[config.mk]
export PLATFORM = sky130hd
export DESIGN_NAME = gn_input_port
export DESIGN_NICKNAME = d
export VERILOG_FILES = /design/src/rtl/gn_input_port.sv
export SDC_FILE = /design/constraint.sdc
export NUM_CORES = 1
export LEC_CHECK = 0
export CORE_MARGIN = 5
export CORE_UTILIZATION = 30
export DETAILED_ROUTE_END_ITERATION = 6
export DONT_BUFFER_PORTS = 1
export HOLD_SLACK_MARGIN = 0.02
export PLACE_DENSITY = 0.41
export SETUP_SLACK_MARGIN = 0.02
export SYNTH_ARGS = -nofsm -noshare
export SYNTH_HDL_FRONTEND = slang
export SYNTH_SLANG_ARGS = --single-unit
[constraint.sdc]
create_clock -name clk -period 4.7 [get_ports clk]
set_clock_uncertainty 0.1 [all_clocks]
set_input_delay 0.235 -clock clk [delete_from_list [all_inputs] [get_ports clk]]
set_output_delay 0.235 -clock clk [all_outputs]
set_load 0.02 [all_outputs]
[src/rtl/gn_input_port.sv]
// rtl/gn_input_port.sv - router input port: flit FIFO, XY route of head flit, grant-driven pop
module gn_input_port #(
   parameter logic [2:0] PORT_ID = 3'd0,
   parameter int         FLIT_W  = 16,
   parameter int         DEPTH   = 4,
   parameter logic [3:0] LOCAL_X = 4'd0,
   parameter logic [3:0] LOCAL_Y = 4'd0
) (
   input  logic                       clk,
   input  logic                       reset,
   input  logic                       in_valid,
   output logic                       in_ready,
   input  logic [FLIT_W-1:0]          in_flit,
   output logic                       req_valid,
   output logic [2:0]                 req_dir,
   output logic [FLIT_W-1:0]          head_flit,
   output logic                       grant_hit,
   input  logic [2:0]                 ans_R,
   input  logic [2:0]                 ans_L,
   input  logic [2:0]                 ans_U,
   input  logic [2:0]                 ans_D,
   input  logic [2:0]                 ans_EJ,
   output logic [$clog2(DEPTH+1)-1:0] count
);

   localparam int AW = $clog2(DEPTH);
   localparam int CW = $clog2(DEPTH+1);

   localparam logic [1:0] ST_IDLE = 2'd0;
   localparam logic [1:0] ST_REQ  = 2'd1;
   localparam logic [1:0] ST_WAIT = 2'd2;

   logic [FLIT_W-1:0] mem [DEPTH];
   logic [AW-1:0]     rd_ptr;
   logic [AW-1:0]     wr_ptr;
   logic [1:0]        state;
   logic [1:0]        state_nxt;
   logic [FLIT_W-1:0] head;
   logic [2:0]        route;
   logic [2:0]        ans_sel;
   logic              active;
   logic              full;
   logic              push;
   logic              pop;

   assign head     = mem[rd_ptr];
   assign full     = (count == CW'(DEPTH));
   assign in_ready = !full;
   assign push     = in_valid && !full;
   assign pop      = grant_hit;
   assign active   = (state == ST_REQ) || (state == ST_WAIT);

   // XY routing: resolve X first, then Y, eject when both coordinates match
   always_comb begin
      route = 3'b100;
      if (head[3:0] > LOCAL_X)
         route = 3'b000;
      else if (head[3:0] < LOCAL_X)
         route = 3'b001;
      else if (head[7:4] > LOCAL_Y)
         route = 3'b010;
      else if (head[7:4] < LOCAL_Y)
         route = 3'b011;
   end

   always_comb begin
      ans_sel = 3'b111;
      case (route)
         3'b000:  ans_sel = ans_R;
         3'b001:  ans_sel = ans_L;
         3'b010:  ans_sel = ans_U;
         3'b011:  ans_sel = ans_D;
         3'b100:  ans_sel = ans_EJ;
         default: ans_sel = 3'b111;
      endcase
   end

   assign req_valid = (state == ST_REQ);
   assign req_dir   = active ? route : 3'b111;
   assign head_flit = active ? head : '0;
   // Grants are registered one cycle behind the request, so only WAIT may consume them
   assign grant_hit = (state == ST_WAIT) && (ans_sel == PORT_ID);

   always_comb begin
      state_nxt = state;
      case (state)
         ST_IDLE: if (count != '0) state_nxt = ST_REQ;
         ST_REQ:  state_nxt = ST_WAIT;
         ST_WAIT: begin
            if (!grant_hit)
               state_nxt = ST_REQ;
            else if ((count > CW'(1)) || push)
               state_nxt = ST_REQ;
            else
               state_nxt = ST_IDLE;
         end
         default: state_nxt = ST_IDLE;
      endcase
   end

   always_ff @(posedge clk or negedge reset) begin
      if (!reset) begin
         state  <= ST_IDLE;
         rd_ptr <= '0;
         wr_ptr <= '0;
         count  <= '0;
      end else begin
         state <= state_nxt;
         if (push)
            wr_ptr <= wr_ptr + AW'(1);
         if (pop)
            rd_ptr <= rd_ptr + AW'(1);
         if (push && !pop)
            count <= count + CW'(1);
         else if (!push && pop)
            count <= count - CW'(1);
      end
   end

   always_ff @(posedge clk) begin
      if (push)
         mem[wr_ptr] <= in_flit;
   end

endmodule

Yosys cells after proc, flatten, opt, wreduce, memory -nomap -nowiden --
Memory sizes are Yosys's and may differ from the RTL's. Index checks and enable logic that the tools add are counted.
Word-level totals: output and inout port bits 25, memories 1, logic and storage cells 51, latch bits 0, ROM bits 0, input port bits 34, flip-flop bits (word level) 9, memory bits (writable) 64
Memories:
- mem | words 4, bits a word 16, read ports 1, clocked after memory_dff 0, write ports 1, line 33 | logic [FLIT_W-1:0] mem [DEPTH];
Operators by class: $add $sub $neg 4, bitwise gates (word level) 0, divide/modulo/power cells 0, equal/unequal tests 8, order comparisons 5, shifts and indexed selects 0, reductions and logical operators 14, multiplexer cells 15, $mul 0
Operators by type and width (number):
- two-way mux 3 bit | 7
- two-way mux 16 bit | 1
- case mux 3 bit (5 select lines) | 1
- greater-than comparator 4 x 1 -> 1 bit (second input constant) | 2
- < comparator 4 x 1 -> 1 bit (second input constant) | 2
- equality test 3 x 2 -> 1 bit (second input constant) | 2
- equality test 3 bit (second input constant) | 2
- zero test 3 bit | 2
- case mux 2 bit (3 select lines) | 1
- adder 2 x 1 -> 2 bit (second input constant) | 2
- logical AND 1 bit | 4
- two-way mux 1 bit | 4
- adder 3 x 1 -> 3 bit (second input constant) | 1
- equality test 3 x 1 -> 1 bit (second input constant) | 1
- greater-than comparator 3 x 1 -> 1 bit (second input constant) | 1
- zero test 1 bit | 3
- nonzero test 3 bit | 1
- subtractor 3 x 1 -> 3 bit (second input constant) | 1
- equality test 2 x 1 -> 1 bit (second input constant) | 1
- equality test 2 bit (second input constant) | 1
- zero test 2 bit | 1
- logical OR 1 bit | 2
- two-way mux 2 bit | 1
- inequality test 2 bit (second input constant) | 1
- nonzero test 2 bit | 1

Logic depth before layout (Yosys ltp) --
An unclocked memory read counts as a cell.
word-level depth 13, depth in mapped cells 10, gate-level depth less buffers 8

Least setup slack after synthesis --
OpenSTA, ideal clock, no wires.
kind flip-flop to flip-flop, start point register rd_ptr[0], end point register count[2], setup time 134 ps, required time 4466 ps, path slack 1935 ps, clock period less this slack 2765 ps, arrival time 2531 ps, buffers on the path 2, stages on the path, launching flop included 11, cell sequence dfrtp_1 -> buf_6 -> mux4_2 -> or4_1 -> buf_2 -> o211ai_1 -> nand3_1 -> ha_1 -> mux2i_1 -> nor2_1 -> xor2_1
On the way: longest elaborated chain between the ends 13, elaborated cells on any way between the ends 22, those cells by class order compare (4); eq/ne (4); mux (6); reduce/logical (7); memory (1)
RTL lines:
- start, declared | line 34 | logic [AW-1:0] rd_ptr;
- start signal, assigned | line 112 | rd_ptr <= rd_ptr + AW'(1);
- memory read (4 x 16 bit) *
- < comparator 4 x 1 -> 1 bit | line 62 | else if (head[7:4] < LOCAL_Y)
- two-way mux 3 bit | line 62
- two-way mux 3 bit | line 60 | else if (head[7:4] > LOCAL_Y)
- two-way mux 3 bit | line 58 | else if (head[3:0] < LOCAL_X)
- two-way mux 3 bit * | line 56 | if (head[3:0] > LOCAL_X)
- equality test 3 bit, or another cell as far along | line 68 | case (route)
- case mux 3 bit (5 select lines) * | line 68
- zero test 3 bit * | line 82 | assign grant_hit = (state == ST_WAIT) && (ans_sel == PORT_ID);
- logical AND 1 bit * | line 82
- zero test 1 bit | line 113 | if (push && !pop)
- logical AND 1 bit | line 113
- two-way mux 3 bit or nonzero test 2 bit (tied branches)
- end signal, assigned | line 114 | count <= count + CW'(1);
- end signal, assigned | line 116 | count <= count - CW'(1);
- end, declared | line 23 | output logic [$clog2(DEPTH+1)-1:0] count
Every way passes the cells marked *; elsewhere a longest branch is shown, timed or not. A chain may end at the register's enable or synchronous reset.

Worst setup path in the final report --
start point register rd_ptr[0], end point output port req_dir[2]
On the way: longest elaborated chain between the ends 7, elaborated cells on any way between the ends 10, those cells by class order compare (4); mux (5); memory (1)
RTL lines:
- memory read (4 x 16 bit) *
- < comparator 4 x 1 -> 1 bit | line 62
- two-way mux 3 bit | line 62
- two-way mux 3 bit | line 60
- two-way mux 3 bit | line 58
- two-way mux 3 bit * | line 56
- two-way mux 3 bit * | line 79 | assign req_dir = active ? route : 3'b111;
- end, declared | line 15 | output logic [2:0] req_dir,
Marks and branches as above.

==> impl_metrics.toml <==
[global_route]
grt_pass1_vias = 1788
track_usage_pct = 10.87
grt_pass1_wl_um = 10230
antenna_found_initial = 0
grt_max_degree = 21
grt-ovfl-total = 0

[clocking]
worstSkewPairLatency_ns = 0.33
h-tree-depth = 3
cts_sinks = 73
cts_buffers = 9
cts_root_buf = "clkbuf_8"
cts_tree = "done"
post_cts_buffers = 0
cts_buffer_depth = 2
clkTransAtPathRegs_ns = 0.07

[timing]
finalSetupViolations = 0
relSlewSlack_pct = 31.19
finalCriticalPeriod_ns = 3.799
drv_slew = 0
tightest_slew_ns = 1.032
rsz0062_at_grt = "no"
whs_ns = 0.05742
period_share_pct = 80.83
setup_tns_ns = 0
max_freq_ghz = 0.2632
finalHoldViolations = 0

[finish]
post-route-util_pct = 34.94
seq_area_um2 = 2147
stdcell_count = 357
fill_cells = 1046
syn2layout_area_growth_pct = 15.29
nets = 260
multi_input_area_um2 = 1037
final_area_um2 = 3755
diodes = 0
drive_above_1_share_pct = 10.60

[hold_path]
hold_class = "primary input to flip-flop"
hp-start = "in_valid"

[setup_path]
slowest_stage = "dfrtp_1"
worst-setup-path-type = "flip-flop to output pin"
crit_required_ns = 4.37
cpPeakStageDelay_ns = 0.79
cp-startpoint = "rd_ptr[0]"
cp-start-kind = "flip-flop"
path_delay_family = "flip-flops"
endpoint_kind = "output pin"
path_buf_inv = 1
cp_max_fo = 11
cp.arrival_ns = 3.46
r2r_start = "rd_ptr[0]"
cp_cell_sequence = "buf_4, mux4_1, or4_4, o21ai_0"

[power_and_ir_drop]
ir_drop_v = 0.0001796
leakagePower_uw = 0.001321
p_per_area_nw_per_um2 = 565.8

[floorplanning]
ioPinCount = 59
die_area_um2 = 13040
num_rows = 38
start_util_pct = 30.31
die_w_um = 114.2
coreArea_um2 = 10750
die_h_um = 114.2

[synth]
yosysSeqAreaShare_pct = 65.92
ys_types = 41
syn-cell-area_um2 = 3257
synth.top_cell.area_share_pct = 59.01
ys_warn_count = 0
yosysTopAreaCell = "edfxtp_1"
synthesis.nets = 237
syn_area_per_cell_um2 = 17.14
synthTopCellsByArea = "edfxtp_1, mux4_1, dfrtp_1"
ys_seq_elements = 73
netlist_instances = 190

[detailed_routing]
drc = 0
finalWirelength_um = 6821
viasPerCell = 4.894
dr.first_iter.drc_count = 99
ant_nets = 0
first_pass_iters = 4
vias = 1747
wl_per_cell_um = 19.11

[place]
dpl.hpwl_um = 4527
placed_area_um2 = 3408
port_buffers = 0
gp_congestion = 0.7199
dp_cells = 325

[job]
maxCapViolCount = 0

[run_status]
status = "finished clean"
## cell usage in the layout (no fill, tap or decap), types with 2 or more instances in the layout
master and instances:
and2_1 16, o21ai_0 5, a31oi_1 2, clkbuf_8 9, nor3_1 2, and3_1 5, clkbuf_1 2, or3_1 3
clkinv_1 2, o2111ai_1 2, dfrtp_1 9, xnor2_1 2, inv_1 11, o31a_1 2, nand3_1 2, o41ai_1 2
nand2_1 7, ha_1 13, mux4_1 9, xor2_1 2, o211ai_1 2, edfxtp_1 64, mux4_2 7, dlygate4sd3_1 17
## where the power goes
| part | leakage, uW | internal, uW | switching [uW] |
|---|---|---|---|
| sequential | 0.000688 | 862 | 92.0 |
| combinational | 0.000548 | 224 | 495 |
| clock | 0.0000845 | 239 | 212 |
| total | 0.00132 | 1320 | 799 |
## flip-flops by register name (all words and copies together), names as in the netlist
signal and cells:
mem 64, count 3, rd_ptr 2, state 2, wr_ptr 2
## stage by stage
stage,setup slack (ns),total power (uW)
2_1_floorplan,1.935,1498
3_3_place_gp,1.063,1658
3_5_place_dp,0.9568,1692
6_report,0.9010,2124
4_1_cts,0.8545,2168
5_1_grt,0.7391,2262
## cell usage after synthesis
library cell,count
a221oi_1,1
inv_1,11
buf_2,1
or4_4,1
a211oi_1,1
or4_1,1
nor4_2,1
and2_1,16
edfxtp_1,64
o21a_1,1
and2_0,1
a21oi_1,1
xor2_1,2
o311ai_2,1
o41ai_1,2
o31a_1,2
ha_1,13
or2_2,1
mux2i_1,1
o41a_1,1
clkbuf_1,2
buf_1,2
mux4_1,9
dfrtp_1,9
nand3_1,2
nand2_1,7
nand2b_1,1
or3_1,3
nor4_1,1
buf_6,1
nor3b_1,1
o21ai_0,5
o211ai_1,2
nor3_1,2
a31oi_1,2
and3_1,5
nor2_1,1
o2111ai_1,2
xnor2_1,2
o311a_1,1
mux4_2,7
## metal layers
layer / up-vias / track usage [%] / part of all wire, %
met5: - / 0 / 0
met4: 0 / 5.701 / 3.2
met3: 16 / 4.334 / 7.0
met2: 53 / 17.21 / 48
met1: 879 / 12.71 / 42
li1: 799 / - / -
## path summary, 6_finish.rpt
check                           cells after the start  slack, ns         end
min in group asynchronous                           1       0.19    state[0]
max in group asynchronous                           1       3.99   wr_ptr[1]
worst max-delay path                                4       0.90  req_dir[2]
worst min-delay path                                2       0.06    state[0]
worst min register to register                      2       0.54   wr_ptr[1]
worst max register to register                      9       0.98    count[2]
## what timing repair did
item | 4_1_cts | 5_1_grt
setup endpoints to repair | 0 | 0
gates resized for setup | 0 | 0
hold buffers | 17 | 0
endpoints found under the hold margin | 73 | 0
## cell type report
cell class                      instances  share of cell area [%]
Clock buffer                           11                   3.499
Clock inverter                          4                   1.200
Inverter                               11                   1.100
Multi-Input combinational cell        100                   27.62
Sequential cell                        73                   57.18
Tap cell                              140                   4.665
Timing Repair Buffer                   18                   4.732
## logic make-up (layout without fill, tap and decap cells)
group	after synthesis	in the layout	share of synthesized area (%)
DFF	73	73	65.92
and+or+nand+nor	44	44	8.107
AOI/OAI and AO/OA	22	22	5.263
muxes	17	17	12.41
buffers and inverters	17	44	2.228
adders and majority gates	13	13	4.994
xor gates and xnor gates	4	4	1.076
## worst register-to-register path, delay by kind of cell, from the launching register on
kind / cells / cell delay [ns]
adders and majority gates: 1 / 0.22
DFF: 1 / 0.79
AOI/OAI and AO/OA: 1 / 0.26
buffers and inverters: 1 / 0.34
and+or+nand+nor: 3 / 0.85
muxes: 2 / 0.88
xor gates and xnor gates: 1 / 0.14
Note: power is estimated with default switching activity, not from simulation.
